`config.mk`:
```
export PLATFORM = sky130hd
export DESIGN_NAME = macplus_sdram_ctrl_flat
export DESIGN_NICKNAME = d
export VERILOG_FILES = /design/src/rtl/macplus_sdram_ctrl_if.sv /design/src/rtl/macplus_sdram_ctrl.sv /design/src/flat_wrapper.sv
export SDC_FILE = /design/constraint.sdc
export NUM_CORES = 1
export LEC_CHECK = 0
export CORE_AREA = 2 2 97 80
export CTS_BUF_LIST = sky130_fd_sc_hd__clkbuf_8
export DETAILED_ROUTE_END_ITERATION = 6
export DIE_AREA = 0 0 99 82
export GPL_TIMING_DRIVEN = 0
export MAX_ROUTING_LAYER = met4
export PLACE_DENSITY = 0.92
export SETUP_SLACK_MARGIN = 0.4
export SYNTH_ARGS = -nofsm -noshare
export SYNTH_HDL_FRONTEND = slang
export SYNTH_SLANG_ARGS = --single-unit
```
`constraint.sdc`:
```
create_clock -name clk_sys -period 3.7 [get_ports clk_sys]
set_input_delay 0.555 -clock clk_sys [delete_from_list [all_inputs] [get_ports clk_sys]]
set_output_delay 0.555 -clock clk_sys [all_outputs]
set_load 0.02 [all_outputs]
```
`src/rtl/macplus_sdram_ctrl_if.sv`:
```
// Mac Plus core RAM bus as seen by the SDRAM controller.
// Phase, address, write data, strobes and requests come from the core; read data goes back to it.
interface macplus_sdram_ctrl_if;
    logic [2:0]  busPhase;
    logic [20:0] ram_addr;
    logic [15:0] sdram_din;
    logic [1:0]  sdram_ds;
    logic        sdram_we;
    logic        sdram_oe;
    logic [15:0] sdram_do;

    modport master (
        output busPhase, ram_addr, sdram_din, sdram_ds, sdram_we, sdram_oe,
        input  sdram_do
    );

    modport slave (
        input  busPhase, ram_addr, sdram_din, sdram_ds, sdram_we, sdram_oe,
        output sdram_do
    );
endinterface

```
`src/rtl/macplus_sdram_ctrl.sv`:
```
// Maps each 8-phase Mac Plus bus slot onto one ACTIVE + READ/WRITE (auto-precharge) SDRAM access,
// with power-up init sequence and refresh squeezed into idle slots.
module macplus_sdram_ctrl #(
    parameter int          INIT_CYCLES    = 3200,
    parameter int          REFRESH_CYCLES = 250,
    parameter int          REFRESH_MAX    = 7,
    parameter logic [12:0] MODE_REG       = 13'h020
) (
    input  logic                 clk_sys,
    input  logic                 RESET,
    macplus_sdram_ctrl_if.slave  bus,
    output logic                 init_done,
    output logic                 sd_cke,
    output logic                 sd_cs_n,
    output logic                 sd_ras_n,
    output logic                 sd_cas_n,
    output logic                 sd_we_n,
    output logic [1:0]           sd_ba,
    output logic [12:0]          sd_addr,
    output logic [1:0]           sd_dqm,
    output logic [15:0]          sd_dq_o,
    output logic                 sd_dq_oe,
    input  logic [15:0]          sd_dq_i
);

    localparam int WAIT_W = $clog2(INIT_CYCLES + 1);
    localparam int TICK_W = (REFRESH_CYCLES > 1) ? $clog2(REFRESH_CYCLES) : 1;
    localparam int PEND_W = $clog2(REFRESH_MAX + 1);

    localparam logic [WAIT_W-1:0] WAIT_LAST = WAIT_W'(INIT_CYCLES - 1);
    localparam logic [TICK_W-1:0] TICK_LAST = TICK_W'(REFRESH_CYCLES - 1);
    localparam logic [PEND_W-1:0] PEND_MAX  = PEND_W'(REFRESH_MAX);

    // {cs_n, ras_n, cas_n, we_n}
    localparam logic [3:0] CMD_INHIBIT   = 4'b1111;
    localparam logic [3:0] CMD_NOP       = 4'b0111;
    localparam logic [3:0] CMD_ACTIVE    = 4'b0011;
    localparam logic [3:0] CMD_READ      = 4'b0101;
    localparam logic [3:0] CMD_WRITE     = 4'b0100;
    localparam logic [3:0] CMD_PRECHARGE = 4'b0010;
    localparam logic [3:0] CMD_REFRESH   = 4'b0001;
    localparam logic [3:0] CMD_LOAD_MODE = 4'b0000;

    typedef enum logic [2:0] {
        INIT_WAIT,
        INIT_PRE,
        INIT_REF,
        INIT_MODE,
        RUN
    } state_t;

    state_t            state;
    state_t            state_nx;
    logic [3:0]        cmd;
    logic [3:0]        cmd_nx;
    logic [12:0]       addr_nx;
    logic [1:0]        dqm_nx;
    logic              dq_oe_nx;
    logic              write_go;
    logic              ref_dec;
    logic              rd_capture;
    logic              enter_run;
    logic              tick;
    logic              p1;
    logic              p3;
    logic              p6;

    logic [WAIT_W-1:0] wait_cnt;
    logic [2:0]        init_ref_cnt;
    logic [TICK_W-1:0] tick_cnt;
    logic [PEND_W-1:0] pending;
    logic              slot_oe;
    logic              slot_we;
    logic [8:0]        slot_col;

    assign p1   = (bus.busPhase == 3'd1);
    assign p3   = (bus.busPhase == 3'd3);
    assign p6   = (bus.busPhase == 3'd6);
    assign tick = (tick_cnt == TICK_LAST);

    assign {sd_cs_n, sd_ras_n, sd_cas_n, sd_we_n} = cmd;
    assign sd_ba = 2'b00;

    always_comb begin
        state_nx   = state;
        cmd_nx     = CMD_NOP;
        addr_nx    = 13'h0000;
        dqm_nx     = 2'b11;
        dq_oe_nx   = 1'b0;
        write_go   = 1'b0;
        ref_dec    = 1'b0;
        rd_capture = 1'b0;
        enter_run  = 1'b0;
        case (state)
            INIT_WAIT: begin
                if (wait_cnt == WAIT_LAST)
                    state_nx = INIT_PRE;
            end
            INIT_PRE: begin
                if (p1) begin
                    cmd_nx   = CMD_PRECHARGE;
                    addr_nx  = 13'h0400;
                    state_nx = INIT_REF;
                end
            end
            INIT_REF: begin
                if (p1) begin
                    cmd_nx = CMD_REFRESH;
                    if (init_ref_cnt == 3'd7)
                        state_nx = INIT_MODE;
                end
            end
            INIT_MODE: begin
                if (p1) begin
                    cmd_nx    = CMD_LOAD_MODE;
                    addr_nx   = MODE_REG;
                    state_nx  = RUN;
                    enter_run = 1'b1;
                end
            end
            RUN: begin
                if (p1) begin
                    if (bus.sdram_we || bus.sdram_oe) begin
                        cmd_nx  = CMD_ACTIVE;
                        addr_nx = {1'b0, bus.ram_addr[20:9]};
                    end else if (pending != '0) begin
                        cmd_nx  = CMD_REFRESH;
                        ref_dec = 1'b1;
                    end
                end
                // Column access two clocks after ACTIVE, A10 set for auto-precharge
                if (p3 && (slot_oe || slot_we)) begin
                    cmd_nx   = slot_we ? CMD_WRITE : CMD_READ;
                    addr_nx  = {3'b001, 1'b0, slot_col};
                    dqm_nx   = ~bus.sdram_ds;
                    dq_oe_nx = slot_we;
                    write_go = slot_we;
                end
                if (p6 && slot_oe && !slot_we)
                    rd_capture = 1'b1;
            end
            default: state_nx = INIT_WAIT;
        endcase
    end

    always_ff @(posedge clk_sys) begin
        if (RESET) begin
            state        <= INIT_WAIT;
            cmd          <= CMD_INHIBIT;
            sd_addr      <= 13'h0000;
            sd_dqm       <= 2'b11;
            sd_dq_oe     <= 1'b0;
            sd_cke       <= 1'b1;
            wait_cnt     <= '0;
            init_ref_cnt <= 3'd0;
            tick_cnt     <= '0;
            pending      <= '0;
            slot_oe      <= 1'b0;
            slot_we      <= 1'b0;
            init_done    <= 1'b0;
            bus.sdram_do <= 16'h0000;
        end else begin
            state    <= state_nx;
            cmd      <= cmd_nx;
            sd_addr  <= addr_nx;
            sd_dqm   <= dqm_nx;
            sd_dq_oe <= dq_oe_nx;
            sd_cke   <= 1'b1;
            if (state == INIT_WAIT && wait_cnt != WAIT_LAST)
                wait_cnt <= wait_cnt + WAIT_W'(1);
            if (state == INIT_REF && p1)
                init_ref_cnt <= init_ref_cnt + 3'd1;
            tick_cnt <= tick ? '0 : tick_cnt + TICK_W'(1);
            // A tick and a refresh on the same edge cancel out
            if (enter_run)
                pending <= '0;
            else if (tick && !ref_dec) begin
                if (pending != PEND_MAX)
                    pending <= pending + PEND_W'(1);
            end else if (ref_dec && !tick)
                pending <= pending - PEND_W'(1);
            if (enter_run)
                init_done <= 1'b1;
            if (state == RUN && p1) begin
                slot_oe <= bus.sdram_oe;
                slot_we <= bus.sdram_we;
            end
            if (rd_capture)
                bus.sdram_do <= sd_dq_i;
        end
    end

    always_ff @(posedge clk_sys) begin
        if (state == RUN && p1)
            slot_col <= bus.ram_addr[8:0];
        if (write_go)
            sd_dq_o <= bus.sdram_din;
    end

endmodule

```
`src/flat_wrapper.sv`:
```
// flat-port wrapper written by rule: the top's interface ports become plain ports
module macplus_sdram_ctrl_flat 
#(
    parameter int          INIT_CYCLES    = 3200,
    parameter int          REFRESH_CYCLES = 250,
    parameter int          REFRESH_MAX    = 7,
    parameter logic [12:0] MODE_REG       = 13'h020
)
  (clk_sys, RESET, init_done, sd_cke, sd_cs_n, sd_ras_n, sd_cas_n, sd_we_n, sd_ba, sd_addr, sd_dqm, sd_dq_o, sd_dq_oe, sd_dq_i, bus_busPhase, bus_ram_addr, bus_sdram_din, bus_sdram_ds, bus_sdram_we, bus_sdram_oe, bus_sdram_do);
  macplus_sdram_ctrl_if bus_i ();
  input  logic clk_sys;
  input  logic RESET;
  output logic init_done;
  output logic sd_cke;
  output logic sd_cs_n;
  output logic sd_ras_n;
  output logic sd_cas_n;
  output logic sd_we_n;
  output logic [1:0] sd_ba;
  output logic [12:0] sd_addr;
  output logic [1:0] sd_dqm;
  output logic [15:0] sd_dq_o;
  output logic sd_dq_oe;
  input  logic [15:0] sd_dq_i;
  input wire logic [$bits(bus_i.busPhase)-1:0] bus_busPhase;
  input wire logic [$bits(bus_i.ram_addr)-1:0] bus_ram_addr;
  input wire logic [$bits(bus_i.sdram_din)-1:0] bus_sdram_din;
  input wire logic [$bits(bus_i.sdram_ds)-1:0] bus_sdram_ds;
  input wire logic [$bits(bus_i.sdram_we)-1:0] bus_sdram_we;
  input wire logic [$bits(bus_i.sdram_oe)-1:0] bus_sdram_oe;
  output wire logic [$bits(bus_i.sdram_do)-1:0] bus_sdram_do;
  assign bus_i.busPhase = bus_busPhase;
  assign bus_i.ram_addr = bus_ram_addr;
  assign bus_i.sdram_din = bus_sdram_din;
  assign bus_i.sdram_ds = bus_sdram_ds;
  assign bus_i.sdram_we = bus_sdram_we;
  assign bus_i.sdram_oe = bus_sdram_oe;
  assign bus_sdram_do = bus_i.sdram_do;
  macplus_sdram_ctrl #(.INIT_CYCLES(INIT_CYCLES), .REFRESH_CYCLES(REFRESH_CYCLES), .REFRESH_MAX(REFRESH_MAX), .MODE_REG(MODE_REG)) u_core (.clk_sys(clk_sys), .RESET(RESET), .bus(bus_i), .init_done(init_done), .sd_cke(sd_cke), .sd_cs_n(sd_cs_n), .sd_ras_n(sd_ras_n), .sd_cas_n(sd_cas_n), .sd_we_n(sd_we_n), .sd_ba(sd_ba), .sd_addr(sd_addr), .sd_dqm(sd_dqm), .sd_dq_o(sd_dq_o), .sd_dq_oe(sd_dq_oe), .sd_dq_i(sd_dq_i));
endmodule
```
Yosys cells after proc, flatten, opt, wreduce, memory -nomap -nowiden:

Index checks and enable logic that the tools add are counted.

* register bits after elaboration: 93
* input port bits: 62
* logic and storage cells: 96

* $add $sub $neg: 5
* equality and inequality tests: 18
* multiplexer cells: 34
* bitwise logic cells: 3
* reductions and logical operators: 21

Operators with widths (count)
* 13-bit case mux with 3 select lines: 1
* 3-bit 2-to-1 mux: 12
* 13-bit 2-to-1 mux: 2
* 4-bit case mux with 4 select lines: 1
* 3-bit case mux with 5 select lines: 1
* 12-bit by 1-bit adder with 12-bit output (second input constant): 1
* 12-bit == test (second input constant): 1
* 12-bit 2-to-1 mux: 1
* 4-bit 2-to-1 mux: 3
* 12-bit != test (second input constant): 1
* 1-bit 2-to-1 mux: 11
* 11-bit 2-to-1 mux: 1
* 2-bit by 1-bit != test with 1-bit output (second input constant): 5
* 3-bit by 2-bit == test with 1-bit output (second input constant): 3
* 3-bit == test (second input constant): 3
* 8-bit by 1-bit adder with 8-bit output (second input constant): 1
* 8-bit == test (second input constant): 1
* 1-bit logical AND: 8
* 3-bit by 1-bit adder with 3-bit output (second input constant): 2
* 3-bit by 1-bit == test with 1-bit output (second input constant): 2
* 6-bit 2-to-1 mux: 1
* 6-bit AND reduction: 1
* 2-bit OR reduction: 2
* 1-bit zero test: 3
* other kinds (11): 13

Logic depth before layout (Yosys ltp):

Gate-level depths: netlist (run 1).

* word-level depth: 9
* mapped depth: 9
* depth with buffers taken out: 9

Least setup slack after synthesis (run 1):

Ideal clock, no wire load.

* path kind: input to register
* from: input port bus_busPhase[2]
* to: register u_core.pending[2]
* data arrival time: 1.893 ns
* required time: 3.614 ns
* setup slack: 1.721 ns
* stages: 7
* path buffers: 0
* cell sequence: nor3b_1 nand4b_1 nand2_1 fa_1 nor3_1 o21bai_1 a211oi_1

* word-level cells in the longest chain between the ends: 7

Ends and longest elaborated chain
* start, declared: RTL line flat_wrapper.sv:25 `input wire logic [$bits(bus_i.busPhase)-1:0] bus_busPhase;`
* 3-bit by 1-bit == test with 1-bit output *: RTL line macplus_sdram_ctrl.sv:76 `assign p1 = (bus.busPhase == 3'd1);`
* 1-bit 2-to-1 mux: RTL line macplus_sdram_ctrl.sv:122 `if (p1) begin`
* 1-bit 2-to-1 mux: RTL line macplus_sdram_ctrl.sv:94 `case (state)`
* 1-bit zero test: RTL line macplus_sdram_ctrl.sv:177 `else if (tick && !ref_dec) begin`
* 1-bit logical AND: RTL line macplus_sdram_ctrl.sv:177
* 2-bit != test (no line) or 2-bit nonzero test (tied branches)
* 2-bit AND reduction (no line)
* end signal, assigned: RTL line macplus_sdram_ctrl.sv:179 `pending <= pending + PEND_W'(1);`
* end signal, assigned: RTL line macplus_sdram_ctrl.sv:181 `pending <= pending - PEND_W'(1);`
* end, declared: RTL line macplus_sdram_ctrl.sv:71 `logic [PEND_W-1:0] pending;`

Mark *: on every way between the ends. The rest lies on a longest branch, timed or not.
A chain may end at the register's enable or synchronous reset.

Final worst setup path (run 1):

* from: input port bus_busPhase[0]
* to: register u_core.pending[2]

Same word-level chain as after synthesis.

==> metrics.csv, run 1 <==
stage;metric;value;unit
power;Peak VDD IR;0.2841;mV
cts;Post-CTS Setup Bufs;0;
cts;Resized cells post-CTS;0;
synthesis;number of enable flip-flop cells after synthesis;25;
floorplan;die width;99;um
synthesis;syn avg cell area;10.42;um2
timing;max-slew violations;0;
timing;Clock Skew;10.35;ps
placement;IO buf count;113;
synthesis;Yosys cell types;53;
drt;ANT nets after route;0;
cts;Clock Sinks;92;
final_layout;Multi-input gate area;1355;um2
run;MaxCap Viol Count;0;
drt;final WL;9467;um
timing;final hold slack;457.9;ps
floorplan;cell row count;28;
synthesis;Mapped Area;3552;um2
timing;unrepaired setup endpoints after global routing;no;
power;Final Total Pwr;1.824;mW
cts;clk_lat worst skew;370;ps
timing;highest clock rate;383.2;MHz
drt;vias per cell;5.409;
power;Pwr Density;365.9;nW/um2
floorplan;Ports;118;
cts;Worst-path clk slew;90;ps
timing;min Tclk post-route;2609;ps
power;leakage power;1.743;nW
global_route;vias in the first global route;2957;
floorplan;Initial Util;49.46;%
drt;DRC viols;0;
synthesis;largest cells by area after synthesis;dfxtp_1 (38%), edfxtp_1 (21%), nand2_1 (5.6%);
placement;Routability Congestion;0.8853;
cts;Clock Tree Root;clkbuf_8;
synthesis;Seq cells post-synth;92;
drt;1st-iter DRT viols;186;
synthesis;post-synthesis async set-or-reset flop share;0;%
floorplan;Die Y;82;um
global_route;GR Util All Layers;24.56;%
timing;final hold violation count;0;
synthesis;synthesized instance count;341;
global_route;largest net degree at the start of global routing;18;
timing;Setup WS post-layout;1091;ps
final_layout;Post-layout nets;535;
cts;CTS buffer count;9;
global_route;first-pass GRT wire length;14880;um
status;status;complete, no violations;
timing;Least-Margin Pin Slew;732.7;ps
final_layout;layout cell share with drive strength beyond 1;6.568;%
synthesis;Synth warnings;0;
global_route;Congestion Overflow GR;0;
synthesis;sequential-to-total area share from yosys stat;58.89;%
timing;final setup fails;0;
placement;Setup WS pre-CTS;845.5;ps
worst_setup_path;crit end category;flop;
final_layout;Area growth syn-to-layout;40.30;%
floorplan;full die area;8118;um2
worst_setup_path;critical path class;input pin to flop;
worst_setup_path;crit path DAT;2900;ps
worst_setup_path;WP data required;3990;ps
cts;Hold-fix buffers, CTS;0;
drt;Vias;3040;
timing;Setup TNS Final;0;ps
placement;DP HPWL;6743;um
worst_setup_path;Startpoint Class;input pin;
cts;worst-case clock buffer depth;2;
synthesis;Most used DFF post-synth;dfxtp_1;
final_layout;# diodes;0;
global_route;antenna violations before repair;0;
synthesis;commonest cells in the netlist;dfxtp_1 (67), nand2_1 (53), nor2_1 (32), a21oi_1 (28), edfxtp_1 (25);
worst_setup_path;Max Fanout on Critical Path;5;
drt;DRT Pass-1 Iters;5;
synthesis;area leader, netlist;dfxtp_1;
timing;max_slew headroom;51.05;%
drt;drt wl/cell;16.85;um
synthesis;most common cell in the netlist;dfxtp_1;
final_layout;fill count;445;
timing;period utilisation layout;70.53;%
floorplan;Core Area;7182;um2
final_layout;Seq. cell area;2092;um2
cts;CTS tree;done;
cts;H-tree depth;3;
min_path;worst hold path type;flop to flop;
synthesis;post-synth top area share;37.76;%
worst paths after layout:
check,from,to,slack [ps],cells past startpoint
min,u_core.bus.sdram_do[1],u_core.bus.sdram_do[1],460,2
max,bus_busPhase[0],u_core.pending[2],1090,8
min reg2reg,u_core.bus.sdram_do[1],u_core.bus.sdram_do[1],460,2
max reg2reg,u_core.state[0],u_core.pending[2],1430,8
final cells by class:
type	instances	share of cell area (%)
repair buffers	113	22.70
plain buffers	17	1.657
flip-flops and latches	92	41.98
clock inverters	7	1.130
clock buffers	9	2.486
inverters	8	0.6026
well taps	90	2.260
multi-input cells	226	27.19
through the flow:
step / util [%] / cell area, um2 / cells
final: 69.39 / 4984 / 562
after CTS: 69.39 / 4984 / 562
after global placement: 66.88 / 4803 / 546
after floorplan: - / 3560 / 343
after global routing: 69.39 / 4984 / 562
after detailed placement: 66.88 / 4803 / 546
routing by layer:
layer  share of wire [%]  up-vias  global-route usage, %
met5                   0        -                      -
met1                  40     1462                  26.85
met3                 6.9       13                  6.809
li1                    -     1432                      -
met2                  52      133                  43.99
met4                 1.4        0                  7.945
report_power, final:
group | leakage [nW] | internal, mW | switching, mW
combinational | 0.892 | 0.0847 | 0.0604
sequential | 0.766 | 1.04 | 0.0131
clock | 0.0858 | 0.252 | 0.370
sequential cells by signal, summed over array words and instances (netlist names):
signal and flops:
u_core.bus.sdram_do 16, u_core.cmd 4, u_core.init_done 1, u_core.init_ref_cnt 3, u_core.pending 3, u_core.sd_addr 12
u_core.sd_dq_o 16, u_core.sd_dq_oe 1, u_core.sd_dqm 2, u_core.slot_col 9, u_core.slot_oe 1, u_core.slot_we 1
u_core.state 3, u_core.tick_cnt 8, u_core.wait_cnt 12
cells in the final DEF (no fill, tap or decap), types with 3 or more instances in the layout:
cell,instances
clkdlybuf4s50_1,113
nand3_1,8
edfxtp_1,25
xor2_1,6
mux2i_1,5
clkbuf_1,9
buf_4,4
nor3_1,8
inv_1,7
nand2_1,53
ha_1,5
nor2_1,32
nand4_1,4
o21ai_1,3
and2_1,4
clkbuf_8,9
xnor2_1,11
buf_2,3
a22o_1,8
a211oi_1,3
conb_1,4
nand2b_1,4
a21oi_1,28
dfxtp_1,67
logic make-up after synthesis:
kind of cell | share of synthesized area [%]
simple gates | 19.83
flops | 58.89
compound gates | 9.968
buf+inv | 3.170
xor+xnor | 4.192
fa+ha+maj | 2.325
mux | 1.409
other cells | 0.2114
worst max-delay path, cell delays in order:
cell and delay [ps]:
clkdlybuf4s50_1 520, nor3b_1 630, nand4b_1 300, nand2_1 200, fa_1 230, nor3_1 80
o21bai_1 170, a211oi_1 210
Power figures use the tool's default switching activity.
==> run 2, diff against run 1 <==
- CORE_AREA: 2 2 97 80 -> 2 2 101 83
- DIE_AREA: 0 0 99 82 -> 0 0 103 85
- PLACE_DENSITY: 0.92 -> 0.86
- clock period: 3.7 -> 2.41 ns (I/O delays scaled with it)
==> run 2 against run 1 <==
Compared with the run above:
- first-iteration DRC count fell by 22%
- clock skew fell by 2.2 ps
- count of clock-buffer cells in the layout did not move
- setup slack got worse by 600 ps
- via count fell by 1.5%
- largest cell class unchanged
- register-to-register slack got worse by 930 ps
- power rose by 51%
- non-clock buffer count rose by 6
- final cell count rose by 4.3%
- die area rose by 7.8%
- sequential share of layout area fell by 0.83 points
- cell area rose by 2.1%
==> metrics.csv, run 2 (synthesized netlist as in run 1, its figures left out) <==
stage;metric;value;unit
final_layout;fill count;589;
cts;CTS buffer count;9;
worst_setup_path;WP data required;2640;ps
worst_setup_path;max incr delay on CP;500;ps
drt;vias per cell;5.108;
final_layout;# diodes;0;
min_path;hold_sp;u_core.slot_col[3];
cts;H-tree depth;3;
timing;min Tclk post-route;1918;ps
global_route;first-pass GRT wire length;13570;um
drt;ANT nets after route;0;
global_route;Congestion Overflow GR;0;
worst_setup_path;worst setup path start;bus_busPhase[2];
timing;final setup fails;0;
floorplan;full die area;8755;um2
power;Peak VDD IR;0.2853;mV
worst_setup_path;worst flop-to-flop path endpoint;u_core.wait_cnt[4];
floorplan;Initial Util;45.75;%
final_layout;layout cell share with drive strength beyond 1;10.04;%
global_route;met3 Resource Use GR;5.684;%
cts;CTS tree;done;
cts;worst-case clock buffer depth;2;
run;MaxCap Viol Count;0;
final_layout;most frequent cells in the layout;clkdlybuf4s50_1 (112), dfxtp_1 (66), nand2_1 (53);
min_path;hold endpoint;u_core.sd_addr[3];
min_path;Hold Path Stages;1;
floorplan;Core Area;7765;um2
global_route;met1 usage;22.51;%
floorplan;Ports;118;
worst_setup_path;crit path DAT;2150;ps
drt;Vias;2993;
timing;max_slew headroom;61.28;%
placement;IO buf count;113;
placement;Routability Congestion;0.9008;
global_route;GR Util All Layers;20.46;%
global_route;vias in the first global route;2894;
power;leakage power;1.792;nW
final_layout;Multi-input gate area;1391;um2
worst_setup_path;reg2reg path depth;7;
placement;Area after DPL;4826;um2
final_layout;post-route cell area;5087;um2
cts;Worst-path clk slew;90;ps
timing;Least-Margin Pin Slew;580.7;ps
timing;final hold violation count;0;
final_layout;Post-Layout Cell Count;586;
global_route;GRT busiest layer;met2;
floorplan;Die Y;85;um
cts;clk_lat worst skew;360;ps
worst_setup_path;Max Fanout on Critical Path;5;
worst_setup_path;crit end category;flop;
final_layout;commonest non-fill, non-tap cell in the layout;clkdlybuf4s50_1;
global_route;largest net degree at the start of global routing;17;
floorplan;cell row count;29;
status;status;complete, no violations;
worst_setup_path;Cell Chain, Critical Path;clkdlybuf4s50_1 -> or3b_4 -> or4_1 -> clkbuf_1 -> mux2i_1 -> nor2_1;
min_path;worst hold path type;flop to flop;
power;Pwr Density;542.7;nW/um2
cts;Clock Sinks;92;
worst_setup_path;critical path class;input pin to flop;
drt;DRT Pass-1 Iters;5;
worst_setup_path;Bufs and invs on worst path;2;
final_layout;leading registers by flop count;u_core.bus.sdram_do (16), u_core.sd_dq_o (16);
timing;max-slew violations;0;
worst_setup_path;flop-to-flop setup slack;500;ps
power;Final Total Pwr;2.761;mW
final_layout;Post-layout nets;541;
timing;highest clock rate;521.4;MHz
drt;1st-iter DRT viols;145;
placement;DP HPWL;6378;um
cts;Hold-fix buffers, CTS;0;
worst_setup_path;slowest CP cell;clkdlybuf4s50_1;
final_layout;Area growth syn-to-layout;43.22;%
drt;drt wl/cell;15.38;um
worst_setup_path;Worst path top cell family by delay;simple AND/OR/NAND/NOR gates;
drt;DRC viols;0;
global_route;antenna violations before repair;0;
worst_setup_path;reg2reg start;u_core.wait_cnt[0];
timing;unrepaired setup endpoints after global routing;yes;
worst_setup_path;Startpoint Class;input pin;
drt;final WL;9010;um
timing;period utilisation layout;79.58;%
floorplan;die width;103;um
timing;Clock Skew;8.165;ps
global_route;GR Util met2;35.77;%
placement;Placed Cells;564;
cts;Clock Tree Root;clkbuf_8;
final_layout;Seq. cell area;2093;um2
run 2: changes by cell type in the layout (fill, tap and decap cells not counted), sizes merged:
cell           previous run  this run
clkdlybuf4s50           113       112
clkinvlp                  2         3
inv                      11        10
dlygate4sd2               0         1
buf                       8        14
run 2: through the flow:
step                      setup WS, ps  util, %  hold WS [ps]  setup TNS [ps]
final                            492.2    65.52         455.0               0
after global routing             379.9    65.52         470.3               0
after CTS                        411.2    65.15         457.0               0
after detailed placement        -332.2    62.15         442.7           -1985
after global placement          -182.5    62.15         438.4          -349.0
after floorplan                  533.0        -         389.2               0
run 2: area by class of cell:
class	count	share of cell area, %
Clock buffer	9	2.435
Clock inverter	7	1.033
Multi-Input combinational cell	226	27.35
Sequential cell	92	41.15
Tap cell	108	2.656
Inverter	8	0.5903
Buffer	17	1.697
Timing Repair Buffer	119	23.09
run 2: layer usage:
| metal | vias to the layer above | share of wire [%] |
|---|---|---|
| li1 | 1446 | - |
| met1 | 1421 | 40 |
| met2 | 113 | 51 |
| met3 | 13 | 8.0 |
| met4 | 0 | 1.4 |
| met5 | - | 0 |
run 2: power breakdown:
| part | leakage [nW] | switching (mW) | internal, mW |
|---|---|---|---|
| logic | 0.942 | 0.0887 | 0.132 |
| registers | 0.766 | 0.0180 | 1.60 |
| clock network | 0.0832 | 0.542 | 0.377 |
run 2: worst max path at each step:
| stage | endpoint | slack [ps] | depth (start not counted) |
|---|---|---|---|
| detailed placement | u_core.pending[2] | -330 | 8 |
| global placement | u_core.pending[2] | -180 | 8 |
| CTS | u_core.pending[2] | 410 | 9 |
| finish | u_core.init_ref_cnt[2] | 490 | 6 |
| global route | u_core.pending[2] | 380 | 7 |
| floorplan | u_core.pending[2] | 530 | 8 |
run 2: what timing repair did:
item                       in CTS  in global routing
setup endpoints to repair      23                 30
gates resized for setup         8                  8
setup buffers                   4                  2
pin swaps                       1                  3
hold endpoints to repair        0                  0
run 2: worst reg2reg max path: stages (launching register included):
cell	delay, ps
dfxtp_1	350
ha_1	240
and4_1	230
and2_1	160
clkbuf_2	170
a2111o_1	440
xor2_1	140
nor2_1	50
